**src/rtl/uart_sw_loader.sv**
```systemverilog
// Framed UART software loader: hunts for a sync byte, collects address and length,
// writes payload bytes into RAM byte lanes, then answers the checksum with ACK or NAK.
module uart_sw_loader #(
    parameter int         ADDR_LEN    = 14,
    parameter int         XLEN        = 32,
    parameter logic [7:0] SYNC_BYTE   = 8'hA5,
    parameter int         TIMEOUT_CYC = 1000000
) (
    input  logic                  clk,
    input  logic                  rstb,
    input  logic                  sw_uart_upgrade_b,
    input  logic                  uart_rx_valid,
    input  logic [7:0]            uart_rx_data,
    output logic                  during_sw_upgrade,
    output logic                  uart_ram_wr_en,
    output logic [XLEN-1:0]       uart_ram_wr_data,
    output logic [ADDR_LEN-1:0]   uart_ram_addr,
    output logic [XLEN/8-1:0]     uart_ram_we,
    output logic                  upgrade_done,
    output logic                  upgrade_err,
    output logic                  ack_valid,
    output logic [7:0]            ack_data
);
    localparam int NB = XLEN / 8;
    localparam int LB = $clog2(NB);

    localparam logic [2:0] S_IDLE = 3'd0;
    localparam logic [2:0] S_SYNC = 3'd1;
    localparam logic [2:0] S_ADDR = 3'd2;
    localparam logic [2:0] S_LEN  = 3'd3;
    localparam logic [2:0] S_DATA = 3'd4;
    localparam logic [2:0] S_CSUM = 3'd5;
    localparam logic [2:0] S_DONE = 3'd6;
    localparam logic [2:0] S_ERR  = 3'd7;

    localparam logic [7:0]  ACK     = 8'h06;
    localparam logic [7:0]  NAK     = 8'h15;
    localparam bit          TO_EN   = (TIMEOUT_CYC != 0);
    localparam logic [31:0] TO_LAST = 32'(TIMEOUT_CYC) - 32'd1;

    logic [2:0]          state;
    logic [1:0]          fcnt;
    logic [31:0]         shift_sr;
    logic [ADDR_LEN-1:0] base;
    logic [31:0]         len;
    logic [31:0]         idx;
    logic [7:0]          csum;
    logic [31:0]         tcnt;

    logic [31:0] sr_next;
    logic [LB-1:0] lane;
    logic in_frame;

    // Address and length arrive little-endian, so each new byte enters at the top.
    assign sr_next  = {uart_rx_data, shift_sr[31:8]};
    assign lane     = idx[LB-1:0];
    assign in_frame = (state == S_ADDR) || (state == S_LEN) ||
                      (state == S_DATA) || (state == S_CSUM);

    always_ff @(posedge clk) begin
        if (!rstb) begin
            state             <= S_IDLE;
            fcnt              <= '0;
            shift_sr          <= '0;
            base              <= '0;
            len               <= '0;
            idx               <= '0;
            csum              <= '0;
            tcnt              <= '0;
            during_sw_upgrade <= 1'b0;
            uart_ram_wr_en    <= 1'b0;
            uart_ram_wr_data  <= '0;
            uart_ram_addr     <= '0;
            uart_ram_we       <= '0;
            upgrade_done      <= 1'b0;
            upgrade_err       <= 1'b0;
            ack_valid         <= 1'b0;
            ack_data          <= '0;
        end else begin
            uart_ram_wr_en <= 1'b0;
            ack_valid      <= 1'b0;
            case (state)
                S_IDLE: begin
                    if (!sw_uart_upgrade_b) begin
                        during_sw_upgrade <= 1'b1;
                        state             <= S_SYNC;
                    end
                end
                S_SYNC, S_DONE, S_ERR: begin
                    if (uart_rx_valid && uart_rx_data == SYNC_BYTE) begin
                        upgrade_done <= 1'b0;
                        upgrade_err  <= 1'b0;
                        csum         <= '0;
                        fcnt         <= '0;
                        idx          <= '0;
                        tcnt         <= '0;
                        state        <= S_ADDR;
                    end
                end
                S_ADDR: begin
                    if (uart_rx_valid) begin
                        shift_sr <= sr_next;
                        fcnt     <= fcnt + 2'd1;
                        if (fcnt == 2'd3) begin
                            base  <= sr_next[ADDR_LEN-1:0];
                            state <= S_LEN;
                        end
                    end
                end
                S_LEN: begin
                    if (uart_rx_valid) begin
                        shift_sr <= sr_next;
                        fcnt     <= fcnt + 2'd1;
                        if (fcnt == 2'd3) begin
                            len   <= sr_next;
                            idx   <= '0;
                            state <= (sr_next == 32'd0) ? S_CSUM : S_DATA;
                        end
                    end
                end
                S_DATA: begin
                    if (uart_rx_valid) begin
                        uart_ram_wr_en   <= 1'b1;
                        uart_ram_addr    <= base + ADDR_LEN'(idx >> LB);
                        uart_ram_we      <= NB'(1) << lane;
                        uart_ram_wr_data <= XLEN'(uart_rx_data) << {lane, 3'b000};
                        csum             <= csum + uart_rx_data;
                        idx              <= idx + 32'd1;
                        if (idx == len - 32'd1)
                            state <= S_CSUM;
                    end
                end
                S_CSUM: begin
                    if (uart_rx_valid) begin
                        ack_valid <= 1'b1;
                        if (uart_rx_data == csum) begin
                            upgrade_done <= 1'b1;
                            ack_data     <= ACK;
                            state        <= S_DONE;
                        end else begin
                            upgrade_err <= 1'b1;
                            ack_data    <= NAK;
                            state       <= S_ERR;
                        end
                    end
                end
                default: state <= S_IDLE;
            endcase

            // Inter-byte watchdog overrides the state decode only on an idle cycle.
            if (uart_rx_valid) begin
                tcnt <= '0;
            end else if (TO_EN && in_frame) begin
                if (tcnt == TO_LAST) begin
                    tcnt         <= '0;
                    upgrade_err  <= 1'b1;
                    upgrade_done <= 1'b0;
                    ack_valid    <= 1'b1;
                    ack_data     <= NAK;
                    state        <= S_ERR;
                end else begin
                    tcnt <= tcnt + 32'd1;
                end
            end
        end
    end
endmodule

```
**config.mk**
```make
export PLATFORM = sky130hd
export DESIGN_NAME = uart_sw_loader
export DESIGN_NICKNAME = d
export VERILOG_FILES = /design/src/rtl/uart_sw_loader.sv
export SDC_FILE = /design/constraint.sdc
export NUM_CORES = 1
export LEC_CHECK = 0
export CAP_MARGIN = 20
export CORE_MARGIN = 2
export CORE_UTILIZATION = 50
export CTS_BUF_LIST = sky130_fd_sc_hd__clkbuf_8 sky130_fd_sc_hd__clkbuf_16
export DETAILED_ROUTE_END_ITERATION = 10
export PLACE_DENSITY_LB_ADDON = 0.1
export SETUP_SLACK_MARGIN = 0.02
export SLEW_MARGIN = 0
export SYNTH_ARGS = -nofsm -noshare
export SYNTH_HDL_FRONTEND = slang
export SYNTH_SLANG_ARGS = --single-unit
```
**constraint.sdc**
```tcl
create_clock -name clk -period 7.91 [get_ports clk]
set_clock_uncertainty 0.2 [all_clocks]
set_input_delay 0.791 -clock clk [delete_from_list [all_inputs] [get_ports clk]]
set_output_delay 0.791 -clock clk [all_outputs]
set_load 0.03 [all_outputs]
```
==> run metrics <==
vias in the first global route around 8,600; top cells by area, synth dfxtp_1, nand2_1, a21boi_0, xnor2_1, ha_1; Routed WL per cell between 15 and 20 µm; Syn Nets between 1,000 and 1,500; Total Routing Usage GR 0.247; Starting Density 0.508; final instance area 0.0124 mm²; Die Y-Extent approximately 150 µm; Top Ports 75; CTS tree built; Worst VDD drop ~130 µV; delay of the slowest critical-path stage roughly 660 ps; CTS root buf clkbuf_16; TNS Setup 0 ps; syn avg cell area between 8 and 9 µm²; largest net degree at the start of global routing 89; Yosys Warn Count 0; Net count, final roughly 1,300; Die Area roughly 0.022 mm²; layout cells sized above 1 0.0694; highest routed layer met4; router iterations before antenna repair 6; Placeable Area 0.0209 mm²; Met1 Routed Length between 10,000 and 15,000 µm; Power Dens Cells 186 mW/mm²; initial drt markers between 500 and 600; first-pass GRT wire length approximately 45,000 µm; buffers plus inverters on the worst setup path 1; CTS Buffer Depth 3; number of max-cap violations 0; fin crit share 0.444; Netlist cell types 76; Critical Path End Type flop; n_diodes 0; post-CTS setup buffer count 0; Worst-path clk slew 60 ps; WP data required just over 8000 ps; met2 wire len roughly 13,000 µm; WL final 27,500 µm; Slew Limit Fails 0; Seq. cell area 0.00420 mm²; top_reg_cell synth dfxtp_1; H-tree depth 1; Core Util, Final 0.592; dpl cells between 1,500 and 2,000; Via density ~5.7; Hold Vio Cnt, Final 0; IO Port Bufs 74; HPWL after DPL 18,800 µm; fin crit period 3510 ps; Num CTS Buffers 24; post-synth top area cell dfxtp_1; worst-path cell chain clkdlybuf4s50_1, nor4_4, nand3_4, a2111oi_4, nand4_4, nor4_2, xnor2_1, nor2_1; antenna violations before repair 0; share of the yosys chip area belonging to registers 0.397; Hold Crit Class reg -> reg; P_leak roughly 4.3 nW; total power 2.30 mW; P&R area growth vs syn 16.6%; CP max FO 17; Yosys reg bits 210; Worst-Skew Late Latency 530 ps; multi-input gate area in the final layout 0.00602 mm²; Post-synth top cells dfxtp_1, nand2_1, nor2_1, a21oi_1, a21boi_0; fin cells around 1,600; die width about 150 µm; Routed Antenna Nets 0; unrepaired setup endpoints after global routing no; relative slew slack 0.302; run status complete, no violations; Setup Viol. Count Final 0; Final Wtd Congestion about 0.89; Hold-fix buffers, CTS 0; CP delay by family, top simple AND/OR/NAND/NOR gates; Cell Rows 53; arrival time at the worst endpoint approximately 3700 ps; Post-DP Area roughly 0.012 mm²; Worst-Margin Slew ~1000 ps; Async S/R FF share, synth 0; Mapped Area between 0.01 and 0.015 mm²; top cell type's share of synthesized area 0.397; f_max roughly 290 MHz; critical path startpoint category input pin; total congestion overflow 0; residual DRC count 0; met3 WL post-DR ~1500 µm; via count around 9,100; clock sinks 210; slowest CP cell clkdlybuf4s50_1; fillers 1,889; most frequent cell after synthesis dfxtp_1; post_cts resized 0; Post-synth EDFFs 0; Crit Path Class in -> reg; cells after synthesis approximately 1,300
[cells in the final DEF, fill, tap and decap left out, drive strengths merged, types with 33 or more instances in the layout]
cell type	instances
nand2	196
a21boi	62
a22o	33
a21oi	66
nor4	34
nor3	38
o21ai	41
dfxtp	210
nor2	93
xnor2	52
clkdlybuf4s50	73
nand3	48
[cell families (layout without fill, tap and decap cells)]
logic type      count (synthesis)  in the layout  synth area share
compound gates                288            288             0.190
xor+xnor                       80             80            0.0661
fa+ha+maj                      29             29            0.0356
buf+inv                        98            154            0.0376
flops                         210            210             0.397
mux                            20             20            0.0190
simple gates                  530            530             0.256
[per-layer routing]
metal,global-route usage,vias to the layer above
li1,-,4547
met1,0.343,4293
met2,0.400,212
met3,0.0396,40
met4,0.0652,0
met5,0,-
[final cells by class]
class                   instances  area share
well taps                     275      0.0278
repair buffers                 86      0.0684
clock inverters                11      0.0125
flip-flops and latches        210       0.340
inverters                      28     0.00851
multi-input cells             947       0.487
clock buffers                  29      0.0551
[power breakdown]
group	internal, mW	switching, mW
registers	1.06	0.00332
clock network	0.734	0.449
logic	0.0209	0.0361
[path summary, 6_finish.rpt]
check                                     start           to  slack (ps)  cells after the start
worst max-delay path            uart_rx_data[1]      idx[27]        4400                      8
worst min-delay path                ack_data[2]  ack_data[2]         250                      2
worst max register to register           len[0]     state[0]        4810                      9
worst min register to register      ack_data[2]  ack_data[2]         250                      2
[state kept, by name (all words and copies together) (netlist names), 4 cells and up]
signal and flops:
ack_data 8, len 32, uart_ram_we 4, uart_ram_wr_data 32, tcnt 32, shift_sr 24
idx 32, csum 8, base 14, uart_ram_addr 14
[worst min-delay path, cell delays in order, from the launching register on]
cell	delay (ps)
dfxtp_1	310
inv_1	50
a21oi_1	50
[stage by stage]
| stage | hold slack (ps) | setup slack [ps] |
|---|---|---|
| floorplan | 247 | 5020 |
| global placement | 233 | 3620 |
| detailed placement | 237 | 3840 |
| CTS | 244 | 4390 |
| global route | 274 | 4170 |
| finish | 245 | 4400 |
No activity file was read; power rests on OpenSTA's default activity.
==> RTL edit 1 (same flow settings) <==
`TIMEOUT_CYC`: 1000000 -> 524288.
--- a/src/rtl/uart_sw_loader.sv
+++ b/src/rtl/uart_sw_loader.sv
@@ -6,3 +6,3 @@
     parameter logic [7:0] SYNC_BYTE   = 8'hA5,
-    parameter int         TIMEOUT_CYC = 1000000
+    parameter int         TIMEOUT_CYC = 524288
 ) (
Function: no difference found for any inputs over 4 cycles, from zero or initial values and one cycle with rstb low; that may be too few to reach the edited logic, so the function may still have changed.
==> RTL edit 1 against the unedited design <==
  * Sequential cell count stayed put
  * Non-clock buffer count is 2 higher
  * Wire length is 0.52% higher
  * Area after synthesis is 2.6% lower
  * Power is 0.23% lower
  * Worst setup slack worse by 0.37 ns
  * Cell area is 2.4% lower
  * First-iteration DRC count is 38% higher
  * Utilization is 0.46 points higher
  * Register-to-register slack worse by 0.02 ns
  * Combinational power is 6.5% higher
  * Critical path type unchanged
==> RTL edit 1: results <==
metrics = {
    "layout": {
        "layout-drive-gt1-share_pct": 5.20,
        "fin_nets": 1352,
    },
    "route": {
        "via_per_inst": 5.78,
        "drt_pass1_iterations": 5,
        "dr.first_iter.drc_count": 738,
        "drt-wirelength-per-cell_um": 17.3,
    },
    "worst_setup_path": {
        "arrival_ns": 4.07,
        "cp_max_fo": 9,
        "max_stage_delay_ns": 0.90,
        "crit_slowest_cell": "nor4_1",
    },
    "logic_synthesis": {
        "synth_nets": 1309,
        "synth_common_cells": "dfxtp_1 (210), nand2_1 (207), a21oi_1 (132)",
        "synth-adder-area-share_pct": 3.66,
        "synth.area.top_cells": "dfxtp_1 (41%), nand2_1 (7.5%), a21oi_1 (6.4%)",
        "netlist-cell-type-count": 70,
        "seq_area_frac_synth_pct": 40.7,
        "yosys.area_share.xor_xnor_pct": 7.55,
        "synthMuxAreaShare_pct": 1.72,
    },
    "place": {
        "dp_hpwl_um": 18700,
        "post_dp_cell_area_um2": 11200,
        "gp_congestion": 0.931,
        "pre_cts_slack_ns": 3.51,
    },
    "pwr": {
        "p_leak_nw": 4.37,
        "ir_worst_vdd_mv": 0.146,
    },
    "outcome": {
        "outcome": "completed",
    },
    "global_routing": {
        "grt_pass1_wl_um": 45200,
    },
    "clock_tree": {
        "clockBufferDepth": 3,
    },
    "timing": {
        "worst_pin_slew_ns": 1.04,
    },
}
-- RTL edit 1: power breakdown --
group	total (mW)	internal, mW	leakage, nW	switching [mW]
registers	1.06	1.06	1.69	0.00429
logic	0.0607	0.0168	2.27	0.0440
clock network	1.17	0.723	0.415	0.450
-- RTL edit 1: area by class of cell --
class,instances,area (µm²)
tap,270,338
clock buffer,27,653
sequential,210,4200
multi-input combinational,968,5770
clock inverter,14,184
inverter,19,71.3
fill,1814,8170
timing repair buffer,88,846
-- RTL edit 1: critical path: cells and delay by family --
kind | cells | cell delay, ns
xor+xnor | 1 | 0.18
simple gates | 5 | 2.04
compound gates | 1 | 0.27
buf+inv | 1 | 0.78
-- RTL edit 1: metrics by stage --
step           hold slack (ns)  instances
2_1_floorplan            0.247       1268
3_3_place_gp             0.239       1555
3_5_place_dp             0.245       1555
4_1_cts                  0.255       1596
5_1_grt                  0.276       1596
6_report                 0.249       1596
-- RTL edit 1: logic make-up (layout without fill, tap and decap cells) --
family | after synthesis | in the layout
compound gates | 286 | 286
xor+xnor | 89 | 89
fa+ha+maj | 29 | 29
buf+inv | 90 | 148
flops | 210 | 210
mux | 16 | 16
simple gates | 548 | 548
-- RTL edit 1: worst paths after layout --
check / start / end / slack, ns / depth (start not counted)
worst max register to register: state[1]$_SDFF_PN0_ / idx[31]$_SDFFE_PN0P_ / 4.79 / 7
worst max-delay path: uart_rx_data[1] / idx[31]$_SDFFE_PN0P_ / 4.03 / 8
worst min register to register: uart_ram_addr[9]$_SDFFE_PN0P_ / uart_ram_addr[9]$_SDFFE_PN0P_ / 0.25 / 2
worst min-delay path: uart_ram_addr[9]$_SDFFE_PN0P_ / uart_ram_addr[9]$_SDFFE_PN0P_ / 0.25 / 2
-- RTL edit 1: metal layers --
layer / global-route usage, % / up-vias / part of all wire, % / wire length [µm]
li1: - / 4590 / - / -
met1: 34.7 / 4360 / 47 / 13100
met2: 40.2 / 202 / 45 / 12300
met3: 4.23 / 65 / 4.7 / 1300
met4: 9.47 / 0 / 3.4 / 942
met5: 0 / - / 0 / 0
==> RTL edit 2 (config.mk and constraints unchanged) <==
Made on the original files. Register the output `upgrade_err` once more, with the module's reset; this adds one clock of latency there. The other outputs are not delayed to match.
--- a/src/rtl/uart_sw_loader.sv
+++ b/src/rtl/uart_sw_loader.sv
@@ -40,2 +40,4 @@
 
+    logic upgrade_err_s0;
+
     logic [2:0]          state;
@@ -75,3 +77,3 @@
             upgrade_done      <= 1'b0;
-            upgrade_err       <= 1'b0;
+            upgrade_err_s0    <= 1'b0;
             ack_valid         <= 1'b0;
@@ -91,3 +93,3 @@
                         upgrade_done <= 1'b0;
-                        upgrade_err  <= 1'b0;
+                        upgrade_err_s0 <= 1'b0;
                         csum         <= '0;
@@ -140,3 +142,3 @@
                         end else begin
-                            upgrade_err <= 1'b1;
+                            upgrade_err_s0 <= 1'b1;
                             ack_data    <= NAK;
@@ -155,3 +157,3 @@
                     tcnt         <= '0;
-                    upgrade_err  <= 1'b1;
+                    upgrade_err_s0 <= 1'b1;
                     upgrade_done <= 1'b0;
@@ -166,2 +168,10 @@
     end
+    always_ff @(posedge clk) begin
+        if (!rstb) begin
+            upgrade_err <= '0;
+        end else begin
+            upgrade_err <= upgrade_err_s0;
+        end
+    end
+
 endmodule
Function: same outputs for any inputs over 4 cycles, from zero or initial values and one cycle with rstb low; that may be too few to reach the edited logic, so the function may still have changed.
==> RTL edit 2 against the unedited design <==
  * Worst setup slack worse by 0.45 ns
  * Wire length shrank 1.9%
  * Sequential share of layout area grew 1.3 points
  * Sequential cell count rose by 1
  * Non-clock buffer count unchanged
  * Largest power group unchanged
  * Largest cell class unchanged
  * Power shrank 3.5%
  * Cell area is 3.2% lower
  * Area after synthesis shrank 2.9%
==> RTL edit 2: results <==
metrics = {
    "layout": {
        "clock_tree_area_fraction_pct": 6.61,
        "bufAreaShareNonClock_pct": 6.95,
        "multiInputGateArea_um2": 5690,
        "layout-drive-gt1-share_pct": 5.15,
        "seqCellArea_um2": 4220,
        "nClkBuffers": 30,
        "multi_input_cells": 980,
    },
    "logic_synthesis": {
        "synth_nets": 1327,
        "synth-adder-area-share_pct": 3.67,
        "seq_area_frac_synth_pct": 41.0,
        "synthMuxAreaShare_pct": 0.498,
        "synth.area.top_cells": "dfxtp_1 (41%), nand2_1 (8.8%), a21oi_1 (7.7%)",
        "yosys.area_share.xor_xnor_pct": 6.55,
        "netlist-cell-type-count": 64,
    },
    "route": {
        "via_per_inst": 5.73,
        "wirelength_met1_um": 12900,
        "routed_wl_um": 27000,
        "dr.first_iter.drc_count": 703,
    },
    "pwr": {
        "powerComb_mw": 0.0503,
        "ir_worst_vdd_mv": 0.144,
    },
    "timing": {
        "worst_pin_slew_ns": 1.13,
    },
    "worst_setup_path": {
        "crit_slowest_cell": "or4_1",
        "cp_max_fo": 18,
        "rr_worst_depth": 10,
        "endpoint": "idx[19]$_SDFFE_PN0P_",
        "r2r_setup_slack_ns": 4.78,
        "arrival_ns": 4.19,
    },
    "global_routing": {
        "met1_usage_pct": 34.5,
        "track_usage_pct": 24.4,
        "grt_pass1_vias": 8357,
        "grt_max_degree": 56,
        "met3_usage_pct": 2.78,
    },
    "outcome": {
        "outcome": "completed",
    },
    "place": {
        "dp_hpwl_um": 18800,
    },
}
## RTL edit 2: cell count changes after synthesis, sizes merged, moves of 11 or more
cell and change:
a21boi -59, a21oi +93, mux2i -15, nand2 +45
nand3 -12, nor2 +13, nor2b -15, nor3 -11
or3 +12
## RTL edit 2: stage by stage
stage               setup slack, ns  instances  hold slack (ns)  power, mW  instance area, µm²
floorplan                      4.78       1286            0.235       1.12               10300
global placement               3.58       1568            0.240       1.14               11200
detailed placement             3.47       1568            0.245       1.14               11200
CTS                            3.99       1609            0.251       2.24               11900
global route                   3.73       1611            0.271       2.28               12000
finish                         3.96       1611            0.250       2.22               12000
## RTL edit 2: worst register-to-register path: stages (launching register included)
cell and delay, ns:
dfxtp_1 0.36, inv_1 0.08, ha_1 0.24, or4b_2 0.73
nor3_1 0.22, xnor2_1 0.11, nor4_1 0.45, nand4_1 0.17
nor4_1 0.19, nand3_1 0.13, o31ai_2 0.17
